File: src/rtl/gates_result_scan.sv
// Snapshots the five gate results on a capture strobe and shows one of them at a time.
// The selection advances on a synchronized step-button edge or on a periodic auto-scan tick.
module gates_result_scan #(
   parameter int WIDTH    = 4,
   parameter int SCAN_DIV = 50_000_000
) (
   input  logic             clk,
   input  logic             rst_n,
   input  logic [WIDTH-1:0] y1,
   input  logic [WIDTH-1:0] y2,
   input  logic [WIDTH-1:0] y3,
   input  logic [WIDTH-1:0] y4,
   input  logic [WIDTH-1:0] y5,
   input  logic             capture,
   input  logic             step,
   input  logic             auto_en,
   output logic [WIDTH-1:0] sel_out,
   output logic [2:0]       sel_idx,
   output logic [4:0]       sel_onehot,
   output logic             valid
);

   localparam int            CW       = $clog2(SCAN_DIV);
   localparam logic [CW-1:0] CNT_LAST = CW'(SCAN_DIV - 1);

   logic [WIDTH-1:0] snap0_q, snap1_q, snap2_q, snap3_q, snap4_q;
   logic [WIDTH-1:0] snap0_d, snap1_d, snap2_d, snap3_d, snap4_d;
   logic [2:0]       idx_q, idx_d;
   logic             valid_q, valid_d;
   logic [CW-1:0]    cnt_q, cnt_d;
   logic             s1_q, s2_q, s3_q;
   logic             step_pulse;
   logic             tick;

   // s1/s2 resynchronize the raw button level; s3 delays s2 to find its rising edge
   assign step_pulse = s2_q & ~s3_q;
   assign tick       = valid_q & auto_en & (cnt_q == CNT_LAST);

   always_comb begin
      snap0_d = snap0_q;
      snap1_d = snap1_q;
      snap2_d = snap2_q;
      snap3_d = snap3_q;
      snap4_d = snap4_q;
      idx_d   = idx_q;
      valid_d = valid_q;
      cnt_d   = '0;
      if (capture) begin
         snap0_d = y1;
         snap1_d = y2;
         snap2_d = y3;
         snap3_d = y4;
         snap4_d = y5;
         idx_d   = 3'd0;
         valid_d = 1'b1;
      end else if (valid_q) begin
         if (step_pulse | tick) begin
            idx_d = (idx_q == 3'd4) ? 3'd0 : idx_q + 3'd1;
         end
         // A manual step restarts the auto period so the next tick is a full period away
         if (auto_en && !step_pulse && (cnt_q != CNT_LAST)) begin
            cnt_d = cnt_q + 1'b1;
         end
      end
   end

   always_ff @(posedge clk or negedge rst_n) begin
      if (!rst_n) begin
         snap0_q <= '0;
         snap1_q <= '0;
         snap2_q <= '0;
         snap3_q <= '0;
         snap4_q <= '0;
         idx_q   <= 3'd0;
         valid_q <= 1'b0;
         cnt_q   <= '0;
         s1_q    <= 1'b0;
         s2_q    <= 1'b0;
         s3_q    <= 1'b0;
      end else begin
         snap0_q <= snap0_d;
         snap1_q <= snap1_d;
         snap2_q <= snap2_d;
         snap3_q <= snap3_d;
         snap4_q <= snap4_d;
         idx_q   <= idx_d;
         valid_q <= valid_d;
         cnt_q   <= cnt_d;
         s1_q    <= step;
         s2_q    <= s1_q;
         s3_q    <= s2_q;
      end
   end

   always_comb begin
      case (idx_q)
         3'd0:    sel_out = snap0_q;
         3'd1:    sel_out = snap1_q;
         3'd2:    sel_out = snap2_q;
         3'd3:    sel_out = snap3_q;
         3'd4:    sel_out = snap4_q;
         default: sel_out = '0;
      endcase
   end

   assign sel_idx    = idx_q;
   assign valid      = valid_q;
   assign sel_onehot = valid_q ? (5'b00001 << idx_q) : 5'b00000;

endmodule

File: config.mk
export PLATFORM = sky130hd
export DESIGN_NAME = gates_result_scan
export DESIGN_NICKNAME = d
export VERILOG_FILES = /design/src/rtl/gates_result_scan.sv
export SDC_FILE = /design/constraint.sdc
export NUM_CORES = 1
export LEC_CHECK = 0
export ABC_AREA = 1
export ABC_CLOCK_PERIOD_IN_PS = 1400
export BUFFER_PORTS_ARGS = -buffer_cell sky130_fd_sc_hd__buf_2
export CAP_MARGIN = 20
export CORE_MARGIN = 2
export CORE_UTILIZATION = 25
export CTS_CLUSTER_SIZE = 14
export DETAILED_ROUTE_END_ITERATION = 10
export GPL_TIMING_DRIVEN = 1
export PLACE_DENSITY = 0.52
export SLEW_MARGIN = 20
export SYNTH_ARGS = -nofsm -noshare
export SYNTH_HDL_FRONTEND = slang
export SYNTH_SLANG_ARGS = --single-unit
File: constraint.sdc
create_clock -name clk -period 1.4 [get_ports clk]
set_input_delay 0 -clock clk [delete_from_list [all_inputs] [get_ports clk]]
set_output_delay 0 -clock clk [all_outputs]
set_load 0.005 [all_outputs]
Word level (Yosys, flattened, before mapping)
Cells that the tools add are included.

storage, ports and cells
  register bits = 53
  input bits = 25
  output and inout port bits = 13

operators by class
  add/sub/neg operators = 2
  eq/ne operators = 6
  shift operators = 1
  mux-type cells = 9
  bitwise logic cells = 5
  reductions and logical operators = 7

operator list
  cell                                                 number
  two-way mux 26 bit                                   3
  adder 26 x 1 -> 26 bit, second input constant        1
  equality test 26 bit, second input constant          1
  != test 26 bit, second input constant                1
  case mux 4 bit (5 select lines)                      1
  two-way mux 3 bit                                    4
  equality test 3 x 2 -> 1 bit, second input constant  2
  two-way mux 5 bit                                    1
  << shifter 1 x 3 -> 5 bit, first input constant      1
  nonzero test 2 bit                                   2
  adder 3 x 1 -> 3 bit, second input constant          1
  AND 1 bit                                            3
  equality test 3 x 1 -> 1 bit, second input constant  1
  equality test 3 bit, second input constant           1
  zero test 3 bit                                      1
  logical AND 1 bit                                    2
  AND reduction 2 bit                                  1
  zero test 1 bit                                      1
  NOT 1 bit                                            1
  OR 1 bit                                             1

Logic depth before layout (Yosys ltp)
Gate-level depths: netlist (run 1).

  depth in word-level cells = 8
  gate-level depth with buffers = 10
  depth with buffers taken out = 10

Least setup slack after synthesis (run 1)
No wires, ideal clock.

  path type = register to register
  start point = register cnt_q[0]
  end point = register cnt_q[11]
  library setup time = 0.077 ns
  arrival = 1.425 ns
  required time = 1.323 ns
  slack = -0.102 ns
  cell stages (with the launch flop) = 10
  buffers on the path = 1
  clock period less this slack = 1.502 ns
  path through = dfrtp_1 > ha_1 > nand2_2 > nor2_4 > nand2_2 > nor2_4 > a21oi_4 > buf_6 > nand2_1 > a21oi_1

on the way
  word-level cells in the longest chain between the ends = 5
  elaborated cells between the ends (all ways) = 6
  those cells by class = 1 x add/sub; 1 x eq/ne; 3 x mux; 1 x reduce/logical

RTL lines
  element                                                                         RTL line  source
  start: declaration                                                              30        logic [CW-1:0] cnt_q, cnt_d;
  start signal: assignment                                                        88        cnt_q <= cnt_d;
  parallel branches: the longest is 2 deep, another holds adder 26 x 1 -> 26 bit  n/a
  two-way mux 26 bit *                                                            61        if (auto_en && !step_pulse && (cnt_q != CNT_LAST)) begin
  two-way mux 26 bit *                                                            56        end else if (valid_q) begin
  two-way mux 26 bit *                                                            48        if (capture) begin
  named net cnt_d[11]                                                             30

Mark *: on every way through the listed nets, which the timed path passes.
A chain may end at the register's enable or synchronous reset.

Worst setup path in the final report (run 1)
  start point = register idx_q[0] (netlist: sel_idx[0])
  end point = output sel_out[2]

on the way
  word-level cells in the longest chain between the ends = 2
  elaborated cells between the ends (all ways) = 6
  those cells by class = 4 x eq/ne; 1 x mux; 1 x reduce/logical

RTL lines
  element                                      RTL line  source
  start: declaration                           28        logic [2:0] idx_q, idx_d;
  start signal: assignment                     86        idx_q <= idx_d;
  equality test 3 bit (tied with other cells)  96        case (idx_q)
  case mux 4 bit (5 select lines) *            96
  end: declaration                             17        output logic [WIDTH-1:0] sel_out,

Mark *: on every way between the ends. The rest lies on a longest branch, timed or not.

==> metrics list, run 1 <==
- Root cell of the clock tree: sky130_fd_sc_hd__clkbuf_8
- Tracing the worst setup path back leads to its startpoint at sel_idx[0].
- DRC: 0
- The worst setup path is of the reg -> out kind.
* Outcome: finished with violations
* Critical path capture point: sel_out[2]
- Number of storage elements in the synthesis netlist: 53
* Fraction of final layout cells sized beyond drive strength 1: 47.00%
- For this run, the leading register cell type out of synthesis is sky130_fd_sc_hd__dfrtp_1.
* Multi-input gate area in the final layout: 1714 µm²
* Required time of the critical path: 1.40 ns
* Total of fill cells in the finished design: 1,032
- Setup WS pre-CTS: -0.1933 ns
* Setup repair after global routing missed its margin: yes
- Once detail routing completed, the nets flagged for antenna violations numbered 0.
- Maximum vdd ir drop: 0.0003917 V
* Reg-to-reg slack, setup: -0.17 ns
- Max Fclk: 581.1 MHz
* Dominant cells by area after synthesis: sky130_fd_sc_hd__dfrtp_1 48%, sky130_fd_sc_hd__nand2_1 13%, sky130_fd_sc_hd__nor2_1 6.8%, sky130_fd_sc_hd__inv_1 5.0%, sky130_fd_sc_hd__o21ai_0 4.4%
* Post-Syn Nets: 380
- Total inserted antenna cells: 0
* Cell family with most CP delay: flip-flops
* Pin count of the biggest net entering global routing: 39
* Critical Path Start Type: flop
* Largest buffer count on any clock path: 2
- Cell taking the most area after synthesis: sky130_fd_sc_hd__dfrtp_1
* Sequence of cells on the critical path: ha_4, ha_4, inv_6, o22ai_4, a221oi_2, o21ai_1, buf_2
- Reg clk slew, reported paths: 0.11 ns
* # clock sinks: 53
- After routing the design area is 4518 µm².
- Tightest Pin Transition: 0.4114 ns
- Global routing used roughly 14% of the available tracks.
- Fin Clk Skew: 0.01423 ns
- The final count of pins violating max slew came to 0.
* Share of flip-flops with an asynchronous set or reset after synthesis: 100.0%
- Worst skew pair latency: 0.32 ns
- WL per Instance: between 10 and 15 µm
- Worst endpoint data arrival time: about 1.7 ns
- Power spread over the standard cell area amounts to 672.6 nW/µm².
- Sequential element share of the synthesized area: 48.16%
- At the end of the flow, the number of nets in the layout was 513.
* DIE AREA: 11,870 µm²
- Starting Density: 25.52%
- In this run the vertical extent of the chip is 109.0 µm.
- Type of the worst min-delay path: in -> reg
* Total global routing overflow: 0
- Of all nets on the critical path, the largest fanout is 4.
- Summing all placed instances gives a cell area of 3483 µm².
- The analysis attributes to cell leakage a power of between 2 and 2.5 nW.
- Deepest level of the CTS H-tree: 2
- The final hold violation count was 0.
* Sequential cell area: 1330 µm²
- Horizontal extent of the die: 109.0 µm
* Utilization after layout: around two fifths
* PnR worst setup slack: -0.3209 ns
- In this run the standard cell core region covers 10,790 µm².
* I/O pin count: 38
* Detailed-route vias per instance: 4.395
- Detailed placement ended at an HPWL of 5462 µm.
- Count of maximum capacitance violations: 0
* Portion of the clock cycle consumed by the worst path in the final layout: 122.9%
- Critical path capture point type: output pin
* Cell with the most instances after synthesis: sky130_fd_sc_hd__nand2_1
* Last weighted congestion value of the routability-driven placer: approximately 0.85
- First-pass iteration count of the detailed router: 4
- Post-layout minimum cycle time: about 1.7 ns
* Cell repeated most along the worst path: sky130_fd_sc_hd__ha_4
- TritonCTS built the clock tree.
- Post-Route WL: 8211 µm
- Share of the synthesized area in the top cell type: 48.16%
* WP depth: 7
- Worst slew margin relative to its limit: 72.58%
- Setup-failing EPs final: 37
* Antenna violations before repair: 0
- The worst register-to-register path ends at cnt_q[9].
- Measured in cells, the most critical reg-to-reg path has a length of 9.
- Number of different library cells in the post-synthesis netlist: 25
- TritonCTS created 5 clock buffers.
* Via Count: 2,738
- Synth-to-Final Area Change: 64.06%
- CP Buf/Inv Count: 2
- Netlist Area Pre-Place: 2754 µm²
* Site row count: 38
- The worst register-to-register path begins at cnt_q[0].
- In this run, the number of DRC markers left after iteration 0 of detailed routing was 100.
- First-pass GRT wire length: 13,190 µm
- In this run, synthesis inferred 0 flip-flops with an integrated enable.
- On the worst path, the slowest cell contributes a delay of 0.47 ns.
- For this run, the number of Yosys warnings is 0.
- Number of buffers inserted by port buffering: 37
- The cell count after synthesis came out at ~350.
- A synthesized cell averages 7.891 µm².
- Library cell contributing the largest single delay on the critical path: sky130_fd_sc_hd__dfrtp_2
- Cell types with the highest counts after synthesis: 93 x sky130_fd_sc_hd__nand2_1, 53 x sky130_fd_sc_hd__dfrtp_1, 50 x sky130_fd_sc_hd__nor2_1
- The checks that failed: setup timing.
- Vias in the first global route: 2,781
final cells by class:
type                    count  area share (%)
inverters                  43           3.794
clock buffers               5           1.523
flip-flops and latches     53           29.44
clock inverters             3          0.6369
well taps                 140           3.877
multi-input cells         248           37.94
repair buffers            131           22.79
where the power goes:
part / switching, mW / total, mW / internal (mW) / leakage, nW
registers: 0.0373 / 1.63 / 1.59 / 0.686
clock network: 0.580 / 0.956 / 0.376 / 0.0506
logic: 0.238 / 0.454 / 0.217 / 1.35
total: 0.855 / 3.04 / 2.18 / 2.08
stage by stage:
stage	cells	total power, mW	TNS, ns	hold slack, ns
after global placement	570	1.942	-1.648	-0.04130
after detailed placement	570	1.949	-2.644	-0.04223
after global routing	623	3.199	-7.069	0.1126
after floorplan	349	1.781	-0.2411	-0.2956
after CTS	617	3.048	-4.723	0.08319
final	623	3.039	-4.674	0.07871
worst register-to-register path, cell delays in order (launching register included):
cell	delay [ns]
sky130_fd_sc_hd__dfrtp_1	0.43
sky130_fd_sc_hd__ha_4	0.19
sky130_fd_sc_hd__nand2_4	0.07
sky130_fd_sc_hd__nor2_4	0.05
sky130_fd_sc_hd__nand2_2	0.08
sky130_fd_sc_hd__nor2_4	0.05
sky130_fd_sc_hd__a21oi_4	0.26
sky130_fd_sc_hd__buf_6	0.19
sky130_fd_sc_hd__o21ai_1	0.07
sky130_fd_sc_hd__a21oi_1	0.11
kinds of logic after synthesis:
family | share of synthesized area (%)
fa+ha+maj | 2.726
compound gates | 9.996
simple gates | 31.67
xor+xnor | 0.6362
flops | 48.16
buf+inv | 6.815
metal layers:
layer  routed length (µm)  track usage [%]
met1                 3740            18.36
met2                 4154            23.87
met3                  198            2.451
met4                  116            4.487
met5                    0                0
what timing repair did:
action	in CTS	in global routing
gates resized for setup	105	47
setup endpoints to repair	36	38
hold endpoints to repair	74	0
hold buffers	22	0
gates cloned	2	0
buffers inserted	15	8
pin swaps	26	33
flip-flops by register name, indices dropped and copies added, names as in the netlist:
signal and cells:
cnt_q 26, snap3_q 4, s3_q 1, s1_q 1
valid 1, sel_idx 3, s2_q 1, snap1_q 4
snap2_q 4, snap0_q 4, snap4_q 4
cell usage in the layout (no fill, tap or decap), drive strengths merged, types with 2 or more instances in the layout:
master | synthesis | layout
a31oi | 4 | 4
nand2 | 100 | 100
nor3 | 6 | 6
dlygate4sd3 | 0 | 22
o21ai | 24 | 24
o22ai | 3 | 3
dfrtp | 53 | 53
clkbuf | 4 | 5
buf | 1 | 109
xor2 | 2 | 2
ha | 6 | 6
inv | 43 | 45
nor2 | 60 | 60
nand4 | 7 | 7
a221oi | 4 | 4
nand3 | 17 | 17
a21oi | 13 | 13
worst min path at each step:
stage / startpoint / end / slack [ns] / depth (start not counted)
5_1_grt: capture / valid / 0.11 / 4
3_3_place_gp: rst_n / cnt_q[3] / -0.04 / 1
6_report: capture / sel_idx[1] / 0.08 / 6
4_1_cts: capture / sel_idx[1] / 0.08 / 6
2_1_floorplan: rst_n / cnt_q[0] / -0.30 / 0
3_5_place_dp: rst_n / cnt_q[3] / -0.04 / 1
(Power assumes the default switching activity.)
==> run 2: changes to the inputs <==
TNS_END_PERCENT = 10   (was unset)
==> run 2 against run 1 <==
Effect of this change:
- the flow still finishes with violations (setup timing)
- non-clock buffer count is 19 lower
- wire length down 12%
- total power down 1.5%
- combinational power shrank 13%
- register-to-register slack gained 0.04 ns
- first-iteration DRC count increased by 44%
- critical path depth up 1
- worst setup slack better by 0.016 ns
- clock power rose by 2%
- fmax grew 0.92%
- largest cell class unchanged
==> metrics list, run 2 (synthesized netlist as in run 1, its figures left out) <==
* Outcome: finished with violations (unchanged)
- Violated checks: setup timing (unchanged)
- The maximum single-stage delay on the critical path came to 0.43 ns (was 0.47 ns).
- The maximum clock insertion buffer count came to 2 (unchanged).
- The port buffer count came to 37 (unchanged).
- The portion of the clock cycle consumed by the worst path in the final layout is 121.8% (was 122.9%).
* Design Power: 2.994 mW (was 3.039 mW)
- The number of H-tree levels was 2 (unchanged).
* Grt met2 use: 19.88% (was 23.87%)
- Vias in the first global route: 2,536 (was 2,781)
- The final count of pins violating max slew was 0 (unchanged).
- The chip height came to 109.0 µm (unchanged).
- Post-Route WL: 7223 µm (was 8211 µm)
- The CTS tree is done (unchanged).
* Library cell contributing the largest single delay on the critical path: sky130_fd_sc_hd__dfrtp_1 (was sky130_fd_sc_hd__dfrtp_2)
* Int Power: 2.155 mW (was 2.184 mW)
- The leakage dissipation was 1.917 nW (was 2.083 nW).
* Met3 demand-to-capacity share in global routing: 2.391% (was 2.451%)
* Sequential group share of total power: 54.3% (was 53.6%)
- The critical path start-end classification is reg -> out (unchanged).
- First-pass GRT wire length: 11,920 µm (was 13,190 µm)
- The final critical delay including setup and external delays is 1.705 ns (was 1.721 ns).
- Critical Path Start Type: flop (unchanged)
- Via Count: 2,638 (was 2,738)
- The maximum number of pins on one net before global-route repair was 37 (was 39).
- Total inserted antenna cells: 0 (unchanged)
- The worst endpoint required time is 1.40 ns (about the same).
* Fraction of final layout cells sized beyond drive strength 1: 33.62% (was 47.00%)
* Setup-failing EPs final: 35 (was 37)
- Ratio of total power to cell area: 753.8 nW/µm² (was 672.6 nW/µm²)
* CTS buffer count: 5 (unchanged)
- Detailed-route vias per instance: 4.368 (was 4.395)
- Combinational share of power: 13.1% (was 14.9%)
- The initial core utilization came to 25.52% (unchanged).
- The setup slack after placement was -0.2040 ns (was -0.1933 ns).
- Number of nets with antenna violations after detailed routing: 0 (unchanged)
- Count of cells along the worst hold path: 6 (unchanged)
* Worst slew margin relative to its limit: 70.20% (was 72.58%)
- Type of the worst min-delay path: in -> reg (unchanged)
* Max Fclk: 586.4 MHz (was 581.1 MHz)
- The arrival time of the worst setup path came to 1.71 ns (was 1.72 ns).
- The iteration-0 DRC count of the detailed router is 144 (was 100).
- Timing startpoint of the critical path: sel_idx[1] (was sel_idx[0])
- Worst skew pair latency: 0.33 ns (was 0.32 ns)
- Share of total power in the clock network: 32.6% (was 31.5%)
- Total of fill cells in the finished design: 1,100 (was 1,032)
* Number of nets in the finished design: 494 (was 513)
* Reg clk slew, reported paths: 0.11 ns (about the same)
- Critical path capture point type: output pin (unchanged)
- The measured slew at the worst slew-check pin is 0.4471 ns (was 0.4114 ns).
- Top Usage Layer GRT: met2 (unchanged)
- The post-route clock skew is 0.01190 ns (was 0.01423 ns).
* Last weighted congestion value of the routability-driven placer: 0.8873 (was 0.8486)
- Antenna violations before repair: 0 (unchanged)
* Count of cells along the worst register-to-register path: 9 (unchanged)
- The switching fraction of total power was 28.02% (was 28.14%).
- Crit-path max FO: 4 (unchanged)
- The switching power summed over all nets came to 839.0 µW (was 855.3 µW).
* Commonest cells after routing, fill and taps aside: 89 x sky130_fd_sc_hd__nand2_1, 53 x sky130_fd_sc_hd__dfrtp_1, 50 x sky130_fd_sc_hd__buf_4 (was 77 x sky130_fd_sc_hd__nand2_1, 52 x sky130_fd_sc_hd__buf_4, 50 x sky130_fd_sc_hd__dfrtp_1)
- Count of maximum capacitance violations: 0 (unchanged)
- The length of the first detailed-routing pass in iterations came to 4 (unchanged).
* DRC: 0 (unchanged)
- Beginning of the worst hold path: capture (unchanged)
* Sequence of cells on the critical path: inv_2, ha_4, nand2_4, buf_4, o22ai_4, a221oi_2, o21ai_1, buf_2 (was ha_4, ha_4, inv_6, o22ai_4, a221oi_2, o21ai_1, buf_2)
- Root cell of the clock tree: sky130_fd_sc_hd__clkbuf_8 (unchanged)
* Leading cell type in the layout, fill and taps excluded: sky130_fd_sc_hd__nand2_1 (unchanged)
- The flip-flop count of the largest register, all copies and words added was 26 (unchanged).
- The area overhead of the layout relative to synthesis was 44.25% (was 64.06%).
- Horizontal extent of the die: 109.0 µm (unchanged)
- The post-route worst setup slack was -0.3053 ns (was -0.3209 ns).
- Met1 usage: 17.86% (was 18.36%)
* DIE AREA: 11,870 µm² (unchanged)
* Maximum vdd ir drop: 0.0003750 V (was 0.0003917 V)
- Largest Register: cnt_q (unchanged)
- I/O pin count: 38 (unchanged)
- Reg-to-reg slack, setup: -0.13 ns (was -0.17 ns)
* Worst reg2reg path endpoint: cnt_q[24] (was cnt_q[9])
- Setup repair after global routing missed its margin: yes (unchanged).
- GRT Overall Usage: 12.90% (was 14.14%)
* Total global routing overflow: 0 (unchanged)
- The core area came to 10,790 µm² (unchanged).
- The combined flip-flop and latch cell area came to 1326 µm² (was 1330 µm²).
* Worst hold path endpoint: sel_idx[1] (unchanged)
- Site row count: 38 (unchanged)
- Launch point of the worst reg-to-reg path: cnt_q[1] (was cnt_q[0])
- The total number of clock tree sinks came to 53 (unchanged).
* WL per Instance: 11.96 µm (was 13.18 µm)
- The final hold violation count is 0 (unchanged).
- The half-perimeter wire length of the detailed placement result is 5386 µm (was 5462 µm).
- Multi-input gate area in the final layout: 1386 µm² (was 1714 µm²)
==> run 2: worst max path at each step <==
stage	end	slack, ns	cells past startpoint
final	sel_out[2]	-0.31	8
after global routing	sel_out[2]	-0.42	7
after CTS	sel_out[2]	-0.30	7
after detailed placement	cnt_q[24]	-0.20	9
after global placement	cnt_q[24]	-0.14	9
after floorplan	sel_idx[0]	-0.04	10
==> run 2: critical path, delay by kind of cell (launching register included) <==
family          cells  cell delay, ns
flops               1            0.43
buf+inv             3            0.35
compound gates      3            0.34
fa+ha+maj           1            0.18
simple gates        1            0.08
==> run 2: routing by layer <==
metal | share of wire [%] | up-vias | wire [µm]
li1 | - | 1337 | -
met2 | 47 | 49 | 3369
met4 | 1.6 | 0 | 119
met3 | 3.3 | 8 | 238
met5 | 0 | - | 0
met1 | 48 | 1244 | 3496
==> run 2: through the flow <==
stage / utilization, % / cell area [µm²] / hold slack (ns) / instances / TNS, ns
after floorplan: - / 2761 / -0.2956 / 349 / -0.1854
after global placement: 32.27 / 3483 / -0.02881 / 571 / -1.772
after detailed placement: 32.27 / 3483 / -0.02499 / 571 / -2.783
after CTS: 36.52 / 3941 / 0.06827 / 602 / -4.031
after global routing: 36.81 / 3973 / 0.08826 / 604 / -8.016
final: 36.81 / 3973 / 0.08844 / 604 / -3.379
==> run 2: cell type report <==
class	count	share of cell area (%)
clock buffers	5	1.732
clock inverters	3	0.7244
inverters	43	4.126
multi-input cells	248	34.90
flip-flops and latches	53	33.39
well taps	140	4.409
repair buffers	112	20.72
==> run 2: what timing repair did <==
action / 4_1_cts / 5_1_grt
endpoints found under the hold margin: 61 / 0
setup buffers: 1 / 2
gates resized for setup: 40 / 4
hold buffers: 22 / 0
pin swaps: 9 / 4
endpoints found under the setup margin: 37 / 38
==> run 2: power by group through the flow <==
stage	Combinational (mW)	Sequential [mW]	Clock, mW
global route	0.444	1.63	1.08
detailed placement	0.307	1.65	0
finish	0.393	1.63	0.976
floorplan	0.138	1.64	0
CTS	0.393	1.62	1.02
global placement	0.304	1.65	0
==> run 3: changes to the inputs <==
ABC_AREA = unset   (was 1)
==> run 3 against run 2 <==
Effect of this change:
- the run still ends with setup timing left
- worst setup slack better by 0.014 ns
- first-iteration DRC count fell by 22%
- combinational power is 120% higher
- fmax grew 0.85%
- area after synthesis decreased by 1.7%
- critical path depth is 4 lower
- total power rose by 22%
- clock-buffer cell count unchanged
- critical path type is now reg -> reg
- critical endpoint is now sel_idx[1]
- largest power group unchanged
==> metrics list, run 3 <==
- The count of non-filler cells in the finished layout is 494 (was 604).
* Dominant cells by area after synthesis: sky130_fd_sc_hd__dfrtp_1 49%, sky130_fd_sc_hd__mux2_2 10%, sky130_fd_sc_hd__nor2_1 2.9%, sky130_fd_sc_hd__ha_1 2.8%, sky130_fd_sc_hd__xor2_1 2.6% (was sky130_fd_sc_hd__dfrtp_1 48%, sky130_fd_sc_hd__nand2_1 13%, sky130_fd_sc_hd__nor2_1 6.8%, sky130_fd_sc_hd__inv_1 5.0%, sky130_fd_sc_hd__o21ai_0 4.4%)
- Via Count: 2,273 (was 2,638)
- Sequential group share of total power: 45.7% (was 54.3%)
- Netlist Area Pre-Place: 2708 µm² (was 2754 µm²)
- Vias in the first global route: 2,195 (was 2,536)
- The worst setup path startpoint was cnt_q[10] (was sel_idx[1]).
- The critical path start-end classification is reg -> reg (was reg -> out).
* Number of different library cells in the post-synthesis netlist: 44 (was 25)
- The synthesis warning total came to 0 (unchanged).
- Count of mapped cells out of synthesis: 244 (was 349)
* Worst endpoint data arrival time: 1.89 ns (was 1.71 ns)
- The TritonCTS buffer count is 5 (unchanged).
- Portion of the clock cycle consumed by the worst path in the final layout: 120.8% (was 121.8%)
* PnR worst setup slack: -0.2909 ns (was -0.3053 ns)
- The worst-path maximum fanout is 3 (was 4).
* CTS tree: done (unchanged)
- Leading cell type in the layout, fill and taps excluded: sky130_fd_sc_hd__dfrtp_1 (was sky130_fd_sc_hd__nand2_1)
- The half-perimeter wire length of the detailed placement result is 4260 µm (was 5386 µm).
- The number of placement rows was 37 (was 38).
- The number of nets in the layout came to 388 (was 494).
- The cell depth of the worst flop-to-flop path is 4 (was 9).
- Vertical extent of the die: 108.1 µm (was 109.0 µm)
* Share of the synthesized area in the top cell type: 48.98% (was 48.16%)
* Count of maximum capacitance violations: 0 (unchanged)
* Commonest cells after routing, fill and taps aside: 52 x sky130_fd_sc_hd__dfrtp_1, 51 x sky130_fd_sc_hd__buf_4, 38 x sky130_fd_sc_hd__buf_2 (was 89 x sky130_fd_sc_hd__nand2_1, 53 x sky130_fd_sc_hd__dfrtp_1, 50 x sky130_fd_sc_hd__buf_4)
* Worst skew pair latency: 0.32 ns (was 0.33 ns)
* Launch point of the worst reg-to-reg path: cnt_q[10] (was cnt_q[1])
- The number of H-tree levels is 2 (unchanged).
- Synth-to-Final Area Change: 44.04% (was 44.25%)
* Post-Syn Nets: 275 (was 380)
- The end of the worst register-to-register path is sel_idx[1] (was cnt_q[24]).
- Share of total power in the clock network: 30.3% (was 32.6%)
* Fraction of final layout cells sized beyond drive strength 1: 44.13% (was 33.62%)
* Post-Route WL: 6358 µm (was 7223 µm)
- The global-route wire length before repair came to 10,340 µm (was 11,920 µm).
- Number of storage elements in the synthesis netlist: 53 (unchanged)
- Number of flip-flops under the largest register name: 26 (unchanged)
- The final estimated routing congestion in global placement was 0.7577 (was 0.8873).
- Antenna violations before repair: 0 (unchanged)
* Cell taking the most area after synthesis: sky130_fd_sc_hd__dfrtp_1 (unchanged)
- Critical Path Start Type: flop (unchanged)
* # clock sinks: 53 (unchanged)
- Violated checks: setup timing (unchanged)
- First-pass iteration count of the detailed router: 4 (unchanged)
* Core region area: 10,420 µm² (was 10,790 µm²)
* Critical path capture point type: flop (was output pin)
- Max Fclk: 591.4 MHz (was 586.4 MHz)
- Setup-failing EPs final: 36 (was 35)
* Worst slew margin relative to its limit: 80.38% (was 70.20%)
- Horizontal extent of the die: 108.1 µm (was 109.0 µm)
- The leakage dissipation was 1.707 nW (was 1.917 nW).
- The switching power summed over all nets came to 996.5 µW (was 839.0 µW).
- Sequential element share of the synthesized area: 48.98% (was 48.16%)
- The register clock-pin slew on the reported worst setup and hold paths was 0.10 ns (was 0.11 ns).
- The last element of the critical path is sel_idx[1] (was sel_out[2]).
* Maximum vdd ir drop: 0.0006323 V (was 0.0003750 V)
- Total global routing overflow: 0 (unchanged)
- Cell types with the highest counts after synthesis: 53 x sky130_fd_sc_hd__dfrtp_1, 24 x sky130_fd_sc_hd__mux2_2, 21 x sky130_fd_sc_hd__nor2_1 (was 93 x sky130_fd_sc_hd__nand2_1, 53 x sky130_fd_sc_hd__dfrtp_1, 50 x sky130_fd_sc_hd__nor2_1)
- Combinational share of power: 24.0% (was 13.1%)
- Total count of hold-check failures in the final report: 0 (unchanged)
- Sw Share: 27.30% (was 28.02%)
- The internal power came to 2.653 mW (was 2.155 mW).
- Root cell of the clock tree: sky130_fd_sc_hd__clkbuf_8 (unchanged)
* Ratio of total power to cell area: 935.8 nW/µm² (was 753.8 nW/µm²)
* Type of the worst min-delay path: in -> reg (unchanged)
- I/O pin count: 38 (unchanged)
* Starting Density: 25.99% (was 25.52%)
- The mean instance size in the synthesized netlist is 11.10 µm² (was 7.891 µm²).
* Number of buffers inserted by port buffering: 37 (unchanged)
* Setup repair after global routing missed its margin: yes (unchanged)
- Most frequently used flop master after synthesis: sky130_fd_sc_hd__dfrtp_1 (unchanged)
- GRT Overall Usage: 11.16% (was 12.90%)
- Largest Register: cnt_q (unchanged)
* Tightest Pin Transition: 0.2944 ns (was 0.4471 ns)
- Number of flops mapped to enable cells by yosys: 0 (unchanged)
- The worst endpoint required time is 1.60 ns (was 1.40 ns).
* DR iter-0 viols: 113 (was 144)
- The number of nets with antenna violations after routing was 0 (unchanged).
- The antenna diode count came to 0 (unchanged).
* Reg-to-reg slack, setup: -0.29 ns (was -0.13 ns)
* Post-layout minimum cycle time: 1.691 ns (was 1.705 ns)
- Number of instances in the placed design: 454 (was 571)
* Total of fill cells in the finished design: 1,023 (was 1,100)
- The cell with the most instances after synthesis was sky130_fd_sc_hd__dfrtp_1 (was sky130_fd_sc_hd__nand2_1).
* Outcome: finished with violations (unchanged)
* Setup WS pre-CTS: -0.2868 ns (was -0.2040 ns)
- DIE AREA: 11,680 µm² (was 11,870 µm²)
- The post-detailed-route DRC marker count is 0 (unchanged).
* Detailed-route vias per instance: 4.601 (was 4.368)
- WL per Instance: 12.87 µm (was 11.96 µm)
* Number of max-slew violations in the final report: 0 (unchanged)
- The async set-reset flop share out of synthesis is 100.0% (unchanged).
- Fin Clk Skew: 0.01297 ns (was 0.01190 ns)
- Largest buffer count on any clock path: 2 (unchanged)
- The maximum number of pins on one net before global-route repair came to 54 (was 37).
## run 3: power by group through the flow
stage	Combinational, mW	Clock [mW]	Sequential (mW)
global placement	0.708	0	1.69
finish	0.877	1.11	1.67
CTS	0.838	1.15	1.66
floorplan	0.356	0	1.69
global route	0.970	1.21	1.68
detailed placement	0.709	0	1.69
## run 3: through the flow
step                instance area, µm²  util (%)  setup TNS (ns)  hold slack (ns)  total power, mW
global route                      3900     37.44          -11.74          0.08075            3.859
CTS                               3791     36.40          -8.361          0.05871            3.648
finish                            3900     37.44          -7.291          0.06092            3.650
detailed placement                3379     32.44          -6.876          0.02302            2.402
global placement                  3379     32.44          -6.204          0.02124            2.397
floorplan                         2715         -          -6.413          -0.2956            2.046
## run 3: logic make-up (layout without fill, tap and decap cells)
logic type               Yosys count  count (layout)  synth area share (%)
flip-flops                        53              53                 48.98
AND/OR/NAND/NOR                   87              88                 20.01
adder cells (fa/ha/maj)            6               6                 2.773
XOR/XNOR                          12              12                 3.882
buffers and inverters             20             133                 3.743
AO/OA/AOI/OAI                     42              42                 10.63
multiplexers                      24              24                 9.982
## run 3: worst min-delay path by stage
stage | start | to | slack [ns] | depth (start not counted)
floorplan | rst_n | cnt_q[0] | -0.30 | 0
global placement | rst_n | snap1_q[2] | 0.02 | 2
detailed placement | rst_n | snap4_q[2] | 0.02 | 2
CTS | capture | valid | 0.06 | 2
global route | capture | valid | 0.08 | 2
finish | capture | valid | 0.06 | 2
## run 3: critical path, cell delays in order (launching register included)
cell,delay [ns]
sky130_fd_sc_hd__dfrtp_1,0.42
sky130_fd_sc_hd__nor4b_2,0.31
sky130_fd_sc_hd__nand2_1,0.11
sky130_fd_sc_hd__o41a_1,0.44
sky130_fd_sc_hd__a221o_1,0.30
## run 3: final cells by class
class / count / area, µm² / share of cell area (%)
multi-input combinational: 172 / 1384 / 35.48
sequential: 53 / 1328 / 34.04
inverter: 8 / 30.03 / 0.7700
clock inverter: 3 / 50.05 / 1.283
tap: 136 / 170.2 / 4.363
clock buffer: 5 / 68.82 / 1.765
timing repair buffer: 117 / 869.6 / 22.30
## run 3: routing by layer
layer,vias up,global-route usage [%],part of all wire (%)
met1,1096,13.95,47
met5,-,0,0
met3,7,2.471,4.2
met4,0,3.663,1.3
li1,1130,-,-
met2,40,19.09,48
## run 3: what timing repair did
item                                    CTS  global route
resized for setup                        13            11
setup buffers                             3             5
endpoints found under the setup margin   36            38
hold buffers                             22             0
pin swaps                                 1             7
endpoints found under the hold margin    74             0
gates cloned                              0             2
